$ cat config.mk
export PLATFORM = sky130hd
export DESIGN_NAME = set_query_dispatcher
export DESIGN_NICKNAME = d
export VERILOG_FILES = /design/src/rtl/set_query_dispatcher.sv
export SDC_FILE = /design/constraint.sdc
export NUM_CORES = 1
export LEC_CHECK = 0
export ABC_AREA = 1
export BUFFER_PORTS_ARGS = -buffer_cell sky130_fd_sc_hd__buf_2
export CAP_MARGIN = 20
export CORE_MARGIN = 5
export CORE_UTILIZATION = 54
export CTS_CLUSTER_SIZE = 16
export DETAILED_ROUTE_END_ITERATION = 8
export GPL_ROUTABILITY_DRIVEN = 0
export HOLD_SLACK_MARGIN = 0.06
export PLACE_DENSITY = 0.75
export SLEW_MARGIN = 30
export SYNTH_ARGS = -nofsm -noshare
export SYNTH_HDL_FRONTEND = slang
export SYNTH_SLANG_ARGS = --single-unit
$ cat constraint.sdc
create_clock -name clk -period 4.5 [get_ports clk]
set_input_delay 0.9 -clock clk [delete_from_list [all_inputs] [get_ports clk]]
set_output_delay 0.9 -clock clk [all_outputs]
set_load 0.05 [all_outputs]
$ cat src/rtl/set_query_dispatcher.sv
// set_query_dispatcher
// Buffers SET circle-count queries in a small FIFO and issues them one at a
// time over SET's en/busy/valid handshake. Results (including rejected
// illegal-mode queries and watchdog aborts) are returned in query order
// through a single-entry result slot.
//
// state | meaning
// IDLE  | wait for a queued query, an empty result slot and SET not busy
// ISSUE | one-cycle set_en strobe; watchdog cleared
// WAIT  | SET counting; watchdog running until set_valid or timeout
// DRAIN | result captured; wait for SET to drop busy
module set_query_dispatcher #(
    parameter int DEPTH   = 4,
    parameter int TIMEOUT = 100
) (
    input  logic        clk,
    input  logic        rst_n,
    input  logic        q_valid,
    output logic        q_ready,
    input  logic [23:0] q_central,
    input  logic [11:0] q_radius,
    input  logic [1:0]  q_mode,
    output logic        set_en,
    output logic [23:0] set_central,
    output logic [11:0] set_radius,
    output logic [1:0]  set_mode,
    input  logic        set_busy,
    input  logic        set_valid,
    input  logic [7:0]  set_candidate,
    output logic        r_valid,
    input  logic        r_ready,
    output logic [7:0]  r_candidate,
    output logic [1:0]  r_mode,
    output logic        r_err
);

    localparam int AW = $clog2(DEPTH);
    localparam int PW = AW + 1;
    localparam int CW = $clog2(TIMEOUT);
    localparam int EW = 38;

    localparam logic [1:0] MODE_ILLEGAL = 2'b11;

    typedef enum logic [1:0] {
        S_IDLE  = 2'd0,
        S_ISSUE = 2'd1,
        S_WAIT  = 2'd2,
        S_DRAIN = 2'd3
    } state_t;

    state_t state_q, state_d;

    logic [EW-1:0] mem_q [DEPTH];
    logic [PW-1:0] wr_ptr_q, wr_ptr_d;
    logic [PW-1:0] rd_ptr_q, rd_ptr_d;
    logic          full, empty;
    logic          push, pop, latch_set;
    logic [EW-1:0] head;
    logic [1:0]    head_mode;

    logic [CW-1:0] wdog_q, wdog_d;

    logic [23:0]   set_central_q;
    logic [11:0]   set_radius_q;
    logic [1:0]    set_mode_q;

    logic          r_valid_q, r_valid_d;
    logic [7:0]    r_candidate_q, r_candidate_d;
    logic [1:0]    r_mode_q, r_mode_d;
    logic          r_err_q, r_err_d;

    // FIFO status: pointers carry one extra wrap bit to tell full from empty.
    assign empty     = (wr_ptr_q == rd_ptr_q);
    assign full      = (wr_ptr_q[AW] != rd_ptr_q[AW]) &&
                       (wr_ptr_q[AW-1:0] == rd_ptr_q[AW-1:0]);
    assign q_ready   = !full;
    assign push      = q_valid && !full;
    assign head      = mem_q[rd_ptr_q[AW-1:0]];
    assign head_mode = head[1:0];

    assign wr_ptr_d  = wr_ptr_q + PW'(push);
    assign rd_ptr_d  = rd_ptr_q + PW'(pop);

    // Query storage; contents are don't-care while the FIFO is empty.
    always_ff @(posedge clk) begin
        if (push) begin
            mem_q[wr_ptr_q[AW-1:0]] <= {q_central, q_radius, q_mode};
        end
    end

    // FIFO pointers.
    always_ff @(posedge clk or negedge rst_n) begin
        if (!rst_n) begin
            wr_ptr_q <= '0;
            rd_ptr_q <= '0;
        end else begin
            wr_ptr_q <= wr_ptr_d;
            rd_ptr_q <= rd_ptr_d;
        end
    end

    // Sequencer next state, pop decision, watchdog and result-slot updates.
    always_comb begin
        state_d       = state_q;
        wdog_d        = wdog_q;
        pop           = 1'b0;
        latch_set     = 1'b0;
        set_en        = 1'b0;
        r_valid_d     = r_valid_q;
        r_candidate_d = r_candidate_q;
        r_mode_d      = r_mode_q;
        r_err_d       = r_err_q;

        if (r_valid_q && r_ready) begin
            r_valid_d = 1'b0;
        end

        case (state_q)
            S_IDLE: begin
                // Popping only into an empty slot keeps one query in flight,
                // so a result can never find the slot occupied.
                if (!empty && !r_valid_q && !set_busy) begin
                    pop = 1'b1;
                    if (head_mode == MODE_ILLEGAL) begin
                        r_valid_d     = 1'b1;
                        r_candidate_d = 8'h00;
                        r_mode_d      = head_mode;
                        r_err_d       = 1'b1;
                    end else begin
                        latch_set = 1'b1;
                        state_d   = S_ISSUE;
                    end
                end
            end
            S_ISSUE: begin
                set_en  = 1'b1;
                wdog_d  = '0;
                state_d = S_WAIT;
            end
            S_WAIT: begin
                wdog_d = wdog_q + CW'(1);
                if (set_valid) begin
                    r_valid_d     = 1'b1;
                    r_candidate_d = set_candidate;
                    r_mode_d      = set_mode_q;
                    r_err_d       = 1'b0;
                    state_d       = S_DRAIN;
                end else if (wdog_q == CW'(TIMEOUT - 1)) begin
                    // Engine hung: report an abort and let IDLE wait out busy.
                    r_valid_d     = 1'b1;
                    r_candidate_d = 8'hFF;
                    r_mode_d      = set_mode_q;
                    r_err_d       = 1'b1;
                    state_d       = S_IDLE;
                end
            end
            S_DRAIN: begin
                if (!set_busy) begin
                    state_d = S_IDLE;
                end
            end
            default: begin
                state_d = S_IDLE;
            end
        endcase
    end

    // State, watchdog and result slot registers.
    always_ff @(posedge clk or negedge rst_n) begin
        if (!rst_n) begin
            state_q       <= S_IDLE;
            wdog_q        <= '0;
            r_valid_q     <= 1'b0;
            r_candidate_q <= 8'h00;
            r_mode_q      <= 2'b00;
            r_err_q       <= 1'b0;
        end else begin
            state_q       <= state_d;
            wdog_q        <= wdog_d;
            r_valid_q     <= r_valid_d;
            r_candidate_q <= r_candidate_d;
            r_mode_q      <= r_mode_d;
            r_err_q       <= r_err_d;
        end
    end

    // Query fields presented to SET; held until the next legal pop because
    // SET re-reads mode on every busy cycle.
    always_ff @(posedge clk or negedge rst_n) begin
        if (!rst_n) begin
            set_central_q <= 24'h000000;
            set_radius_q  <= 12'h000;
            set_mode_q    <= 2'b00;
        end else if (latch_set) begin
            set_central_q <= head[37:14];
            set_radius_q  <= head[13:2];
            set_mode_q    <= head[1:0];
        end
    end

    assign set_central = set_central_q;
    assign set_radius  = set_radius_q;
    assign set_mode    = set_mode_q;
    assign r_valid     = r_valid_q;
    assign r_candidate = r_candidate_q;
    assign r_mode      = r_mode_q;
    assign r_err       = r_err_q;

endmodule

Word level (Yosys, flattened, before mapping)
Memory sizes are Yosys's and may differ from the RTL's.
Index checks and enable logic that the tools add are counted.
W data, S select, Z words.
{"block": "op_classes", "mux": 36, "addsub": 3, "eq_ne": 13, "reduce_logical": 14}
{"op": "$mux W8", "count": 4}
{"op": "$mux W2", "count": 9}
{"op": "$mux W1", "count": 17}
{"op": "$pmux W8 S2", "count": 1}
{"op": "$pmux W7 S2", "count": 1}
{"op": "$ne A2 B2 Y1 const B", "count": 4}
{"op": "$pmux W2 S4", "count": 1}
{"op": "$reduce_and A4 Y1", "count": 2}
{"op": "$add A7 B1 Y7 const B", "count": 1}
{"op": "$eq A7 B7 Y1 const B", "count": 1}
{"op": "$add A3 B1 Y3", "count": 2}
{"op": "$eq A2 B2 Y1 const B", "count": 3}
{"op": "$logic_and A1 B1 Y1", "count": 5}
{"op": "$logic_not A1 Y1", "count": 4}
{"op": "$pmux W1 S2", "count": 2}
{"op": "$pmux W2 S2", "count": 1}
{"op": "$reduce_bool A2 Y1", "count": 2}
{"op": "$eq A3 B3 Y1", "count": 1}
{"op": "$ne A3 B3 Y1 const B", "count": 1}
{"op": "$eq A2 B1 Y1 const B", "count": 1}
{"op": "$eq A2 B2 Y1", "count": 1}
{"op": "$logic_not A2 Y1", "count": 1}
{"op": "$ne A1 B1 Y1", "count": 1}
{"block": "totals", "register_bits": 65, "ram_bits": 152, "elab_cells": 78, "memories": 1}
{"name": "mem_q", "words": 4, "width": 38, "read_ports": 1, "rd_ports_with_merged_regs": 0, "write_ports": 1, "line_no": "53", "text": "logic [EW-1:0] mem_q [DEPTH];"}

Longest topological paths before layout
{"block": "depth", "depth_word": 7, "mapped_depth": 12, "ltp_nobuf": 10}

Worst setup path before layout
OpenSTA, ideal clock, no wires.
{"block": "synth_path", "path_type": "register to register", "startpoint": "reg rd_ptr_q[0]", "endpoint": "mem mem_q[2][0], enable pin", "path_buffers": 1, "synth_period_minus_slack_ns": 4.520, "path_stages_with_launch": 8, "required_time_ns": 4.019, "setup_slack_ns": -0.020, "setup_time_ns": 0.481, "arrival_time_ns": 4.039, "cell_sequence": "dfrtp_1 inv_2 buf_6 nand2_1 nand2_1 nand4_1 nand2_1 nor3_1"}
{"block": "synth_between", "elab_chain_cells": 6}
{"item": "start, declared", "line_no": "55", "text": "logic [PW-1:0] rd_ptr_q, rd_ptr_d;"}
{"item": "start signal, assigned", "line_no": "98", "text": "rd_ptr_q <= rd_ptr_d;"}
{"item": "$eq A2 B2 Y1", "line_no": "75", "text": "(wr_ptr_q[AW-1:0] == rd_ptr_q[AW-1:0]);"}
{"item": "$logic_and A1 B1 Y1", "line_no": "74", "text": "assign full = (wr_ptr_q[AW] != rd_ptr_q[AW]) &&"}
{"item": "$logic_not A1 Y1"}
{"item": "named net q_ready", "line_no": "19", "text": "output logic q_ready,"}
{"item": "$logic_and A1 B1 Y1", "line_no": "77", "text": "assign push = q_valid && !full;"}
{"item": "$mux W1", "line_no": "86", "text": "if (push) begin"}
{"item": "$mux W1 (not written as such)", "line_no": "87", "text": "mem_q[wr_ptr_q[AW-1:0]] <= {q_central, q_radius, q_mode};"}
{"item": "end, declared", "line_no": "53"}
The timed path passes the listed nets, and every way through them passes these cells.

Worst setup path after layout
{"block": "layout_path", "startpoint": "reg rd_ptr_q[0]", "endpoint": "out q_ready"}
{"block": "layout_between", "elab_chain_cells": 3}
{"item": "$eq A2 B2 Y1", "line_no": "75"}
{"item": "$logic_and A1 B1 Y1", "line_no": "74"}
{"item": "$logic_not A1 Y1", "line_no": "76", "text": "assign q_ready = !full;"}
{"item": "end, declared", "line_no": "19"}
No other way between the ends.

==> results_dict.tcl <==
set metrics [dict create \
    p_int_mw 4.47 \
    switching_share 0.413 \
    slew_violations 0 \
    critPathCaptureType "output pin" \
    cp_max_fo 79 \
    top_usage_layer "met2" \
    ys_types 28 \
    drt_iter0_markers 349 \
    synthCells 727 \
    clockBufferDepth 3 \
    finClkSkew_ns 0.0254 \
    htree_levels 1 \
    synth_warnings 0 \
    finalSetupViolations 0 \
    synth_mux_area_frac 0 \
    grt.total_usage 0.201 \
    cap_violations 0 \
    num_vias 5793 \
    vias_per_cell 5.48 \
    critPathLaunchType "flip-flop" \
    grt_pass1_vias 5759 \
    r2r-start "rd_ptr_q[0]" \
    wl_mm 18.6 \
    die_width_um 136 \
    area_growth_pct 16.5 \
    power_density_nw_per_um2 761 \
    rsz0062_at_grt "false" \
    clk_latency_ns 0.52 \
    detail_route.wl_per_cell_um 17.6 \
    critical_path_class "flip-flop to output pin" \
    pwr-share-seq 0.384 \
    relSlewSlack 0.381 \
    worst_slack_ns 1.42 \
    use_met1 0.264 \
    fp.dieArea_um2 18500 \
    hold_path.class "input port to asynchronous set/reset pin" \
    synth_area_um2 8580 \
    cts.repair.resized 0 \
    final_cell_mix "edfxtp_1, nand2_1, buf_2, nor2_1, o21ai_0" \
    met3_usage 0.0455 \
    worstRegToRegCells 11 \
    dp_hpwl_mm 11.0 \
    numPortBuffers 103 \
    antenna_found_initial 3 \
    rows 46 \
    cts_sinks 217 \
    cts.hold.buffers_added 0 \
    finalHoldViolations 0 \
    clk_pin_slew_ns 0.06 \
    globalRouteMet2Util 0.345 \
    setup_tns_ns 0 \
    pin_count 104 \
    status "finished, final reports clean" \
    synth_compound_area_frac 0.0981 \
    tritoncts "built" \
    grt_overflow 0 \
    dp_slack_ns 1.65 \
    syn-num-nets 788 \
    syn_avg_cell_area_um2 11.8 \
    p_sw_mw 3.14 \
    dr.pass1.iters 5 \
    final_net_count 886 \
    synth_xor_area_frac 0.00204 \
    yosysSeqAreaShare 0.721 \
    antenna_left 0 \
    synth-seq-cells 217 \
    initial_core_util 0.546 \
    vdd_ir_drop_max_uv 649 \
    required_ns 3.60 \
    design.core.area_um2 15700 \
    synth-simple-area-share 0.129 \
    clock.fmax_mhz 324 \
    fill_cells 1198 \
    power.share.clock 0.237 \
    drive_above_1_share 0.189 \
    synth_top_family_by_area "simple AND/OR/NAND/NOR gates" \
    grt_pass1_wl_mm 29.4 \
    yosys.area_share.adder 0.0131 \
    final_common_cell "edfxtp_1" \
    p_leak_nw 4.10 \
    drcViolationCount 0 \
    r2r_end "r_candidate[5]" \
    power_frac_comb 0.379 \
    cts_buffers 22 \
    worst_pin_slew_ns 0.926 \
    root_buffer "clkbuf_16" \
    arrival_ns 2.18 \
    post-route-period-util 0.685 \
    fp.dieH_um 136 \
    grt_max_degree 80 \
    finalCriticalPeriod_ns 3.08 \
    reg2reg_slack_ns 1.60 \
    post_cts_buffers 0 \
]
==> through the flow <==
step           power (mW)  instance area, um2  hold slack, ns  std cells  utilization
2_1_floorplan        5.11                8580           0.463        727            -
3_3_place_gp         5.74                9260           0.450       1016        0.589
3_5_place_dp         5.84                9260           0.460       1016        0.589
4_1_cts              7.65                9970           0.475       1056        0.635
5_1_grt              8.05                9990           0.357       1058        0.636
6_report             7.61                9990           0.336       1058        0.636
==> routing by layer <==
metal	up-vias	part of all wire
met5	-	0.0015
met4	4	0.018
met3	33	0.081
met2	226	0.49
met1	2797	0.41
li1	2733	-
==> cells in the mapped netlist <==
library cell  count  area (um2)
clkinv_1          1        3.75
nor4_1            1        6.26
inv_1            23        86.3
a21oi_2           1        8.76
nor3_1            5        25.0
nand2_1         140         526
nor2_4            1        11.3
a22oi_1           1        7.51
buf_4             3        22.5
xor2_1            2        17.5
nor2_1           98         368
a21oi_1           5        25.0
nor2_2            1        6.26
nand3_1          22         110
buf_1             1        3.75
dfrtp_1          65        1630
nand2_2           3        18.8
inv_2             1        3.75
buf_6             6        67.6
buf_2             6        30.0
clkbuf_1         24        90.1
o21ai_1          20         100
nand3_2           2        20.0
nand4_1           3        18.8
ha_1              9         113
o22ai_1          36         225
o21ai_0          95         475
edfxtp_1        152        4560
==> logic make-up (layout without fill, tap and decap cells) <==
family          Yosys count  after routing
xor+xnor                  2              2
buf+inv                  65            179
fa+ha+maj                 9              9
other cells               0              1
simple gates            276            276
flops                   217            217
compound gates          158            158
==> sequential cells by signal (all words and copies together) (netlist names) <==
name,count
mem_q,152
r_candidate,8
r_err,1
r_mode,2
r_valid,1
rd_ptr_q,3
set_central,24
set_mode,2
set_radius,12
state_q,2
wdog_q,7
wr_ptr_q,3
==> area by class of cell <==
| type | instances | area [um2] | share of cell area |
|---|---|---|---|
| Antenna cell | 1 | 2.50 | 0.000250 |
| Clock buffer | 26 | 566 | 0.0566 |
| Clock inverter | 14 | 150 | 0.0150 |
| Inverter | 25 | 93.8 | 0.00939 |
| Multi-Input combinational cell | 445 | 2110 | 0.211 |
| Sequential cell | 217 | 6190 | 0.620 |
| Tap cell | 216 | 270 | 0.0270 |
| Timing Repair Buffer | 114 | 613 | 0.0613 |
==> worst max path at each step <==
stage,start,end,slack (ns)
after floorplan,rd_ptr_q[0],mem_q[2][0],-0.02
after global placement,rd_ptr_q[0],r_mode[1],1.72
after detailed placement,rd_ptr_q[0],r_candidate[5],1.65
after CTS,rd_ptr_q[0],q_ready,1.41
after global routing,rd_ptr_q[0],q_ready,1.25
final,rd_ptr_q[0],q_ready,1.42
==> power groups by stage <==
stage	Clock [mW]	Combinational [mW]	Sequential, mW
after CTS	1.82	2.90	2.93
final	1.80	2.88	2.92
after global routing	1.92	3.16	2.97
after global placement	0	2.81	2.94
after detailed placement	0	2.88	2.96
after floorplan	0	1.51	3.60
==> worst max-delay path: stages, from the launching register on <==
cell and delay, ns:
dfrtp_2 0.34, buf_4 0.60, inv_2 0.15, nand2_1 0.09
nand2_1 0.07, nand4_1 0.14, buf_2 0.29
(Power assumes the default switching activity.)
